===== src/rtl/muller_c_formal_harness.sv =====
// Synchronous Muller C-element network (2-in and 3-in first level, gated 3-in second level)
// with sticky cover flags, a saturating C2 transition counter and an independent shadow check.

module muller_c_elem #(
  parameter int N = 2
) (
  input  logic         clock,
  input  logic         reset,
  input  logic [N-1:0] in,
  output logic         q,
  output logic         q_next
);

  always_comb begin
    q_next = q;
    if (&in)
      q_next = 1'b1;
    else if (~|in)
      q_next = 1'b0;
  end

  always_ff @(posedge clock) begin
    if (reset)
      q <= 1'b0;
    else
      q <= q_next;
  end

endmodule

module muller_c_formal_harness #(
  parameter int CNT_W = 8
) (
  input  logic             wb_clk_i,
  input  logic             wb_rst_i,
  input  logic [5:0]       io_in,
  output logic [5:0]       io_out,
  output logic [5:0]       io_oeb,
  output logic [5:0]       cov_o,
  output logic [CNT_W-1:0] trans_cnt_o,
  output logic             err_o
);

  logic c0_q, c1_q, c2_q;
  logic c0_next, c1_next, c2_next;
  logic [2:0] c2_in;

  // C2 sees the pre-edge first-level registers, hence its one-cycle lag.
  assign c2_in = {c0_q, c1_q, io_in[5]};

  muller_c_elem #(.N(2)) u_c0 (
    .clock  (wb_clk_i),
    .reset  (wb_rst_i),
    .in     (io_in[1:0]),
    .q      (c0_q),
    .q_next (c0_next)
  );

  muller_c_elem #(.N(3)) u_c1 (
    .clock  (wb_clk_i),
    .reset  (wb_rst_i),
    .in     (io_in[4:2]),
    .q      (c1_q),
    .q_next (c1_next)
  );

  muller_c_elem #(.N(3)) u_c2 (
    .clock  (wb_clk_i),
    .reset  (wb_rst_i),
    .in     (c2_in),
    .q      (c2_q),
    .q_next (c2_next)
  );

  assign io_out = {3'b000, c2_q, c1_q, c0_q};
  assign io_oeb = 6'b000000;

  always_ff @(posedge wb_clk_i) begin
    if (wb_rst_i) begin
      cov_o <= '0;
    end else begin
      cov_o[0] <= cov_o[0] | (~c0_q &  c0_next);
      cov_o[1] <= cov_o[1] | ( c0_q & ~c0_next);
      cov_o[2] <= cov_o[2] | (~c1_q &  c1_next);
      cov_o[3] <= cov_o[3] | ( c1_q & ~c1_next);
      cov_o[4] <= cov_o[4] | (~c2_q &  c2_next);
      cov_o[5] <= cov_o[5] | ( c2_q & ~c2_next);
    end
  end

  always_ff @(posedge wb_clk_i) begin
    if (wb_rst_i)
      trans_cnt_o <= '0;
    else if ((c2_next != c2_q) && (trans_cnt_o != {CNT_W{1'b1}}))
      trans_cnt_o <= trans_cnt_o + 1'b1;
  end

  // Shadow check: snapshot each element's inputs and pre-edge value, then judge
  // the resulting register change one edge later without reusing the next-state logic.
  logic       chk_vld;
  logic [1:0] s0_in;
  logic [2:0] s1_in, s2_in;
  logic [2:0] s_q;
  logic       bad0, bad1, bad2;

  always_ff @(posedge wb_clk_i) begin
    if (wb_rst_i) begin
      chk_vld <= 1'b0;
      s0_in   <= '0;
      s1_in   <= '0;
      s2_in   <= '0;
      s_q     <= '0;
    end else begin
      chk_vld <= 1'b1;
      s0_in   <= io_in[1:0];
      s1_in   <= io_in[4:2];
      s2_in   <= c2_in;
      s_q     <= {c2_q, c1_q, c0_q};
    end
  end

  always_comb begin
    bad0 = 1'b0;
    bad1 = 1'b0;
    bad2 = 1'b0;
    if (c0_q != s_q[0])
      bad0 = !((s0_in == 2'b11 && c0_q) || (s0_in == 2'b00 && !c0_q));
    if (c1_q != s_q[1])
      bad1 = !((s1_in == 3'b111 && c1_q) || (s1_in == 3'b000 && !c1_q));
    if (c2_q != s_q[2])
      bad2 = !((s2_in == 3'b111 && c2_q) || (s2_in == 3'b000 && !c2_q));
  end

  always_ff @(posedge wb_clk_i) begin
    if (wb_rst_i)
      err_o <= 1'b0;
    else if (chk_vld && (bad0 || bad1 || bad2))
      err_o <= 1'b1;
  end

endmodule


===== config.mk =====
export PLATFORM = sky130hd
export DESIGN_NAME = muller_c_formal_harness
export DESIGN_NICKNAME = d
export VERILOG_FILES = /design/src/rtl/muller_c_formal_harness.sv
export SDC_FILE = /design/constraint.sdc
export NUM_CORES = 1
export LEC_CHECK = 0
export CORE_MARGIN = 4
export CORE_UTILIZATION = 45
export DETAILED_ROUTE_END_ITERATION = 16
export HOLD_SLACK_MARGIN = 0.06
export PLACE_DENSITY = 0.79
export SLEW_MARGIN = 10
export SYNTH_ARGS = -nofsm -noshare
export SYNTH_HDL_FRONTEND = slang
export SYNTH_SLANG_ARGS = --single-unit

===== constraint.sdc =====
create_clock -name wb_clk_i -period 2.25 [get_ports wb_clk_i]
set_input_delay 0.45 -clock wb_clk_i [delete_from_list [all_inputs] [get_ports wb_clk_i]]
set_output_delay 0.45 -clock wb_clk_i [all_outputs]
set_load 0.02 [all_outputs]

======== After elaboration in Yosys (flattened, before gate mapping) ========
Index checks and enable logic that the tools add are counted.
storage, ports and cells
  register bits ........................... 30
  bits in latches ......................... 0
  bits in writable memories ............... 0
  bits in read-only memories .............. 0
  logic and storage cells ................. 76
  memories kept ........................... 0
cells by class
  $add $sub $neg .......................... 1
  multiply operators ...................... 0
  div/mod/pow operators ................... 0
  $lt $le $gt $ge ......................... 0
  equal/unequal tests ..................... 8
  shift operators ......................... 0
  multiplexer cells ....................... 10
  bitwise operators ....................... 18
  reductions and logical operators ........ 28
operators by type and width
  operator             count
  $mux 1               10
  $add 8x1->8 const B  1
  $logic_and 1x1->1    8
  $ne 8x8->1 const B   1
  $and 1x1->1          6
  $eq 3x3->1 const B   2
  $logic_not 1->1      6
  $logic_not 3->1      2
  $not 1->1            6
  $or 1x1->1           6
  $reduce_and 3->1     2
  $reduce_or 3->1      2
  $logic_or 1x1->1     5
  $ne 1x1->1           4
  $eq 2x2->1 const B   1
  $logic_not 2->1      1
  $reduce_and 2->1     1
  $reduce_or 2->1      1

======== Depth between registers and ports, before layout ========
  word-level depth ........................ 8
  gate-level depth with buffers ........... 8

======== Modules after synthesis ========
Synthesis repeated with hierarchy kept, for this count alone.
second synthesis, totals
  cell total of the unflattened synthesis .. 138
  area total of the unflattened synthesis .. 1,277.5 um^2
modules (own cells, without submodules)
  module                     times used  cells an instance  area each (um^2)  sequential area each (um^2)
  muller_c_formal_harness    1           121                1,129.8           500.5
  muller_c_elem at u_c1 ...  2           7                  51.3              20.0
  muller_c_elem at u_c0      1           3                  45.0              20.0

======== Least setup slack after synthesis ========
OpenSTA, ideal clock, no wires.
  kind .................................... input-to-reg
  start point ............................. in io_in[5]
  end point ............................... reg trans_cnt_o[5]
  setup time .............................. 70 ps
  arrival ................................. 1,841 ps
  required time ........................... 2,180 ps
  setup slack ............................. 339 ps
  cell stages on the path ................. 7
  path through ............................ o21ai_0 -> o21a_1 -> inv_1 -> ha_1 -> o21bai_4 -> or4_1 -> a21oi_1
on the way
  word-level cells in the longest chain between the ends .. 5
RTL lines
  item                   line  text
  from (decl)            36    input logic [5:0] io_in,
  $reduce_or 3->1        18    else if (~|in)
  $mux 1                 18
  $mux 1 (*)             16    if (&in)
  named net c2_next      45    logic c0_next, c1_next, c2_next;
  $ne 1x1->1 (*)         94    else if ((c2_next != c2_q) && (trans_cnt_o != {CNT_W{1'b1}}))
  $logic_and 1x1->1 (*)  94
  to (signal assigned)   95    trans_cnt_o <= trans_cnt_o + 1'b1;
  to (decl)              40    output logic [CNT_W-1:0] trans_cnt_o,
The timed path passes the listed nets; every way through them passes the cells marked *.
A chain may end at the register's enable or synchronous reset.

======== Worst setup path after layout ========
Ends and elaborated chain as after synthesis.

==> flow_metrics.env <==
export IMPL_outcome="completed"
export IMPL_ioPinCount=35
export IMPL_grt_max_degree=21
export IMPL_peakVddDrop_uv=426
export IMPL_min_period_over_period=0.934
export IMPL_layout_nets=170
export IMPL_syn_area_sq_mm=0.00122
export IMPL_r2r_end="trans_cnt_o[5]$_SDFFE_PP0P_"
export IMPL_hold_path_class="flop to flop"
export IMPL_clock_latency_ps=320
export IMPL_place_congestion=0.806
export IMPL_initial_utilization=0.482
export IMPL_synth_seq_area_share=0.461
export IMPL_postRouteAntennaNets=0
export IMPL_grt_first_pass_wirelength_um=4040
export IMPL_fin_crit_ps=2100
export IMPL_grt_pass1_vias=903
export IMPL_cap_violations=0
export IMPL_via_count=960
export IMPL_multi_input_area_sq_um=554
export IMPL_yosys_register_bits=28
export IMPL_endpoint_kind="flop"
export IMPL_clkSlewWorstSetupHoldPaths_ps=140
export IMPL_rr_startpoint="u_c0.q$_SDFF_PP0_"
export IMPL_holdPathEnd="cov_o[1]$_SDFF_PP0_"
export IMPL_finalPower_mw=0.859
export IMPL_cp_max_fo=3
export IMPL_synth_xor_area_frac=0.0216
export IMPL_root_buffer="clkbuf_4"
export IMPL_seqCellArea_sq_um=561
export IMPL_placed_area_sq_mm=0.00146
export IMPL_wirelength_um=2320
export IMPL_die_w_um=60.0
export IMPL_design_area_sq_mm=0.00149
export IMPL_grt_usage=0.147
export IMPL_yosys_area_top_type="dfxtp_1"
export IMPL_tritoncts="built"
export IMPL_reg2reg_depth=7
export IMPL_antenna_found_initial=0
export IMPL_report_final_slew_viol_count=0
export IMPL_hold_violations=0
export IMPL_synth_area_leaders="dfxtp_1 46%, buf_4 7.4%, nor2_1 6.8%"
export IMPL_coreArea_sq_mm=0.00252
export IMPL_power_density_mw_per_mm2=576
export IMPL_synth_edf_count=0
export IMPL_post_cts_buffers=0
export IMPL_wl_per_cell_um=12.4
export IMPL_cts_max_path_buffers=2
export IMPL_required_ps=2510
export IMPL_drc=0
export IMPL_place_hpwl_um=1780
export IMPL_cts_buffers=3
export IMPL_final_fill_count=225
export IMPL_async_flop_share=0
export IMPL_report_final_setup_viol=0
export IMPL_diodes=0
export IMPL_port_buffers=25
export IMPL_synth_top_family_by_area="simple AND/OR/NAND/NOR gates"
export IMPL_dr_pass1_iters=4
export IMPL_htreeDepth=1
export IMPL_ys_types=32
export IMPL_syn_area_per_cell_sq_um=9.28
export IMPL_rsz0062_at_grt="false"
export IMPL_drive_gt1_frac=0.0759
export IMPL_fp_dieArea_sq_mm=0.00360
export IMPL_final_util=0.591
export IMPL_drt_iter0_drc=28
export IMPL_synth_area_mux_share=0.00823
export IMPL_regToRegSetupSlack_ps=290
export IMPL_cp_start_kind="input port"
export IMPL_synthSimpleGateAreaFrac=0.199
export IMPL_synth_compound_area_share=0.169
export IMPL_cts_sinks=28
export IMPL_hp_start="cov_o[1]$_SDFF_PP0_"
export IMPL_detail_route_vias_per_cell=5.11
export IMPL_die_y_um=60.0
export IMPL_synth_top_cell_area_share=0.461
export IMPL_synthFlopType="dfxtp_1"
export IMPL_max_freq_mhz=476
export IMPL_grt_overflow_total=0
export IMPL_p_leak_nw=0.609
export IMPL_critPathArrivalTime_ps=2360
export IMPL_ys_warn_count=0
export IMPL_num_rows=18
export IMPL_holdPathStages=2
export IMPL_ctsHoldBuffers=0
export IMPL_syn_to_final_growth_pct=22.6
export IMPL_fin_skew_ps=5.86
export IMPL_synth_fa_ha_area_frac=0.0309
export IMPL_synthCells=131
export IMPL_crit_type="input port to flop"
export IMPL_cts_resized=0
[per-stage QoR]
stage	hold WS (ps)	cells	setup slack, ps	TNS (ps)
2_1_floorplan	446	139	339	0
6_report	487	188	150	0
3_3_place_gp	446	184	-116	-179
3_5_place_dp	462	184	-194	-421
5_1_grt	524	188	55.0	0
4_1_cts	493	188	161	0
[critical path, cell delays in order]
cell and delay, ps:
clkdlybuf4s50_1 440, o21ai_0 170, o21a_1 170, inv_1 50
ha_1 300, o21bai_4 180, or4_1 470, a21oi_1 140
[final cells by class]
type | count | area share
inverters | 4 | 0.0101
multi-input cells | 92 | 0.372
well taps | 30 | 0.0252
flip-flops and latches | 28 | 0.376
clock buffers | 4 | 0.0243
repair buffers | 30 | 0.193
[Yosys cell counts, drive strengths merged, types with 2 or more instances]
master / number
dfxtp: 28
ha: 3
nand3: 2
xor2: 3
a31oi: 3
buf: 14
nand2: 6
a311oi: 2
o311a: 2
inv: 4
nor2b: 10
a21oi: 9
o21ai: 6
o21a: 2
nor2: 22
[cell usage in the layout (no fill, tap or decap), types with 3 or more instances in the layout]
master / count
dfxtp_1: 28
clkdlybuf4s50_1: 25
nor2_1: 22
nor2b_1: 10
a21oi_1: 9
conb_1: 9
o21ai_0: 6
nand2_1: 6
buf_4: 5
inv_1: 4
a31oi_1: 3
xor2_1: 3
ha_1: 3
clkbuf_4: 3
[cells by family (layout without fill, tap and decap cells)]
group	after synthesis	in the layout
and+or+nand+nor	46	46
AOI/OAI and AO/OA	30	30
DFF	28	28
buffers and inverters	19	38
adders and majority gates	3	3
xor gates and xnor gates	3	3
other	1	9
muxes	1	1
[flip-flops by register name, indices dropped and copies added (netlist names)]
name and flops:
trans_cnt_o 8, cov_o 6, s1_in 3, s0_in 2
s2_in 2, s_q 2, chk_vld 1, err_o 1
u_c0.q 1, u_c1.q 1, u_c2.q 1
[worst max path at each step]
stage                        start                     endpoint  slack (ps)  depth (start not counted)
after floorplan           io_in[5]  trans_cnt_o[5]$_SDFFE_PP0P_         340                          7
after global placement    io_in[5]  trans_cnt_o[5]$_SDFFE_PP0P_        -120                          8
after detailed placement  io_in[5]  trans_cnt_o[5]$_SDFFE_PP0P_        -190                          8
after CTS                 io_in[5]  trans_cnt_o[5]$_SDFFE_PP0P_         160                          8
after global routing      io_in[5]  trans_cnt_o[6]$_SDFFE_PP0P_          60                          9
final                     io_in[5]  trans_cnt_o[5]$_SDFFE_PP0P_         150                          8
[report_power, final]
part | switching [mW] | internal (mW) | leakage [nW] | total (mW)
Combinational | 0.0545 | 0.0422 | 0.359 | 0.0967
Clock | 0.139 | 0.0989 | 0.0210 | 0.237
Sequential | 0.0123 | 0.513 | 0.229 | 0.525
Total | 0.205 | 0.654 | 0.609 | 0.859
[metal layers]
layer | track usage | part of all wire
met1 | 0.205 | 0.47
met5 | 0 | 0
met3 | 0.0259 | 0.040
met4 | 0.0380 | 0.0043
met2 | 0.233 | 0.48
No activity file was read; power rests on OpenSTA's default activity.
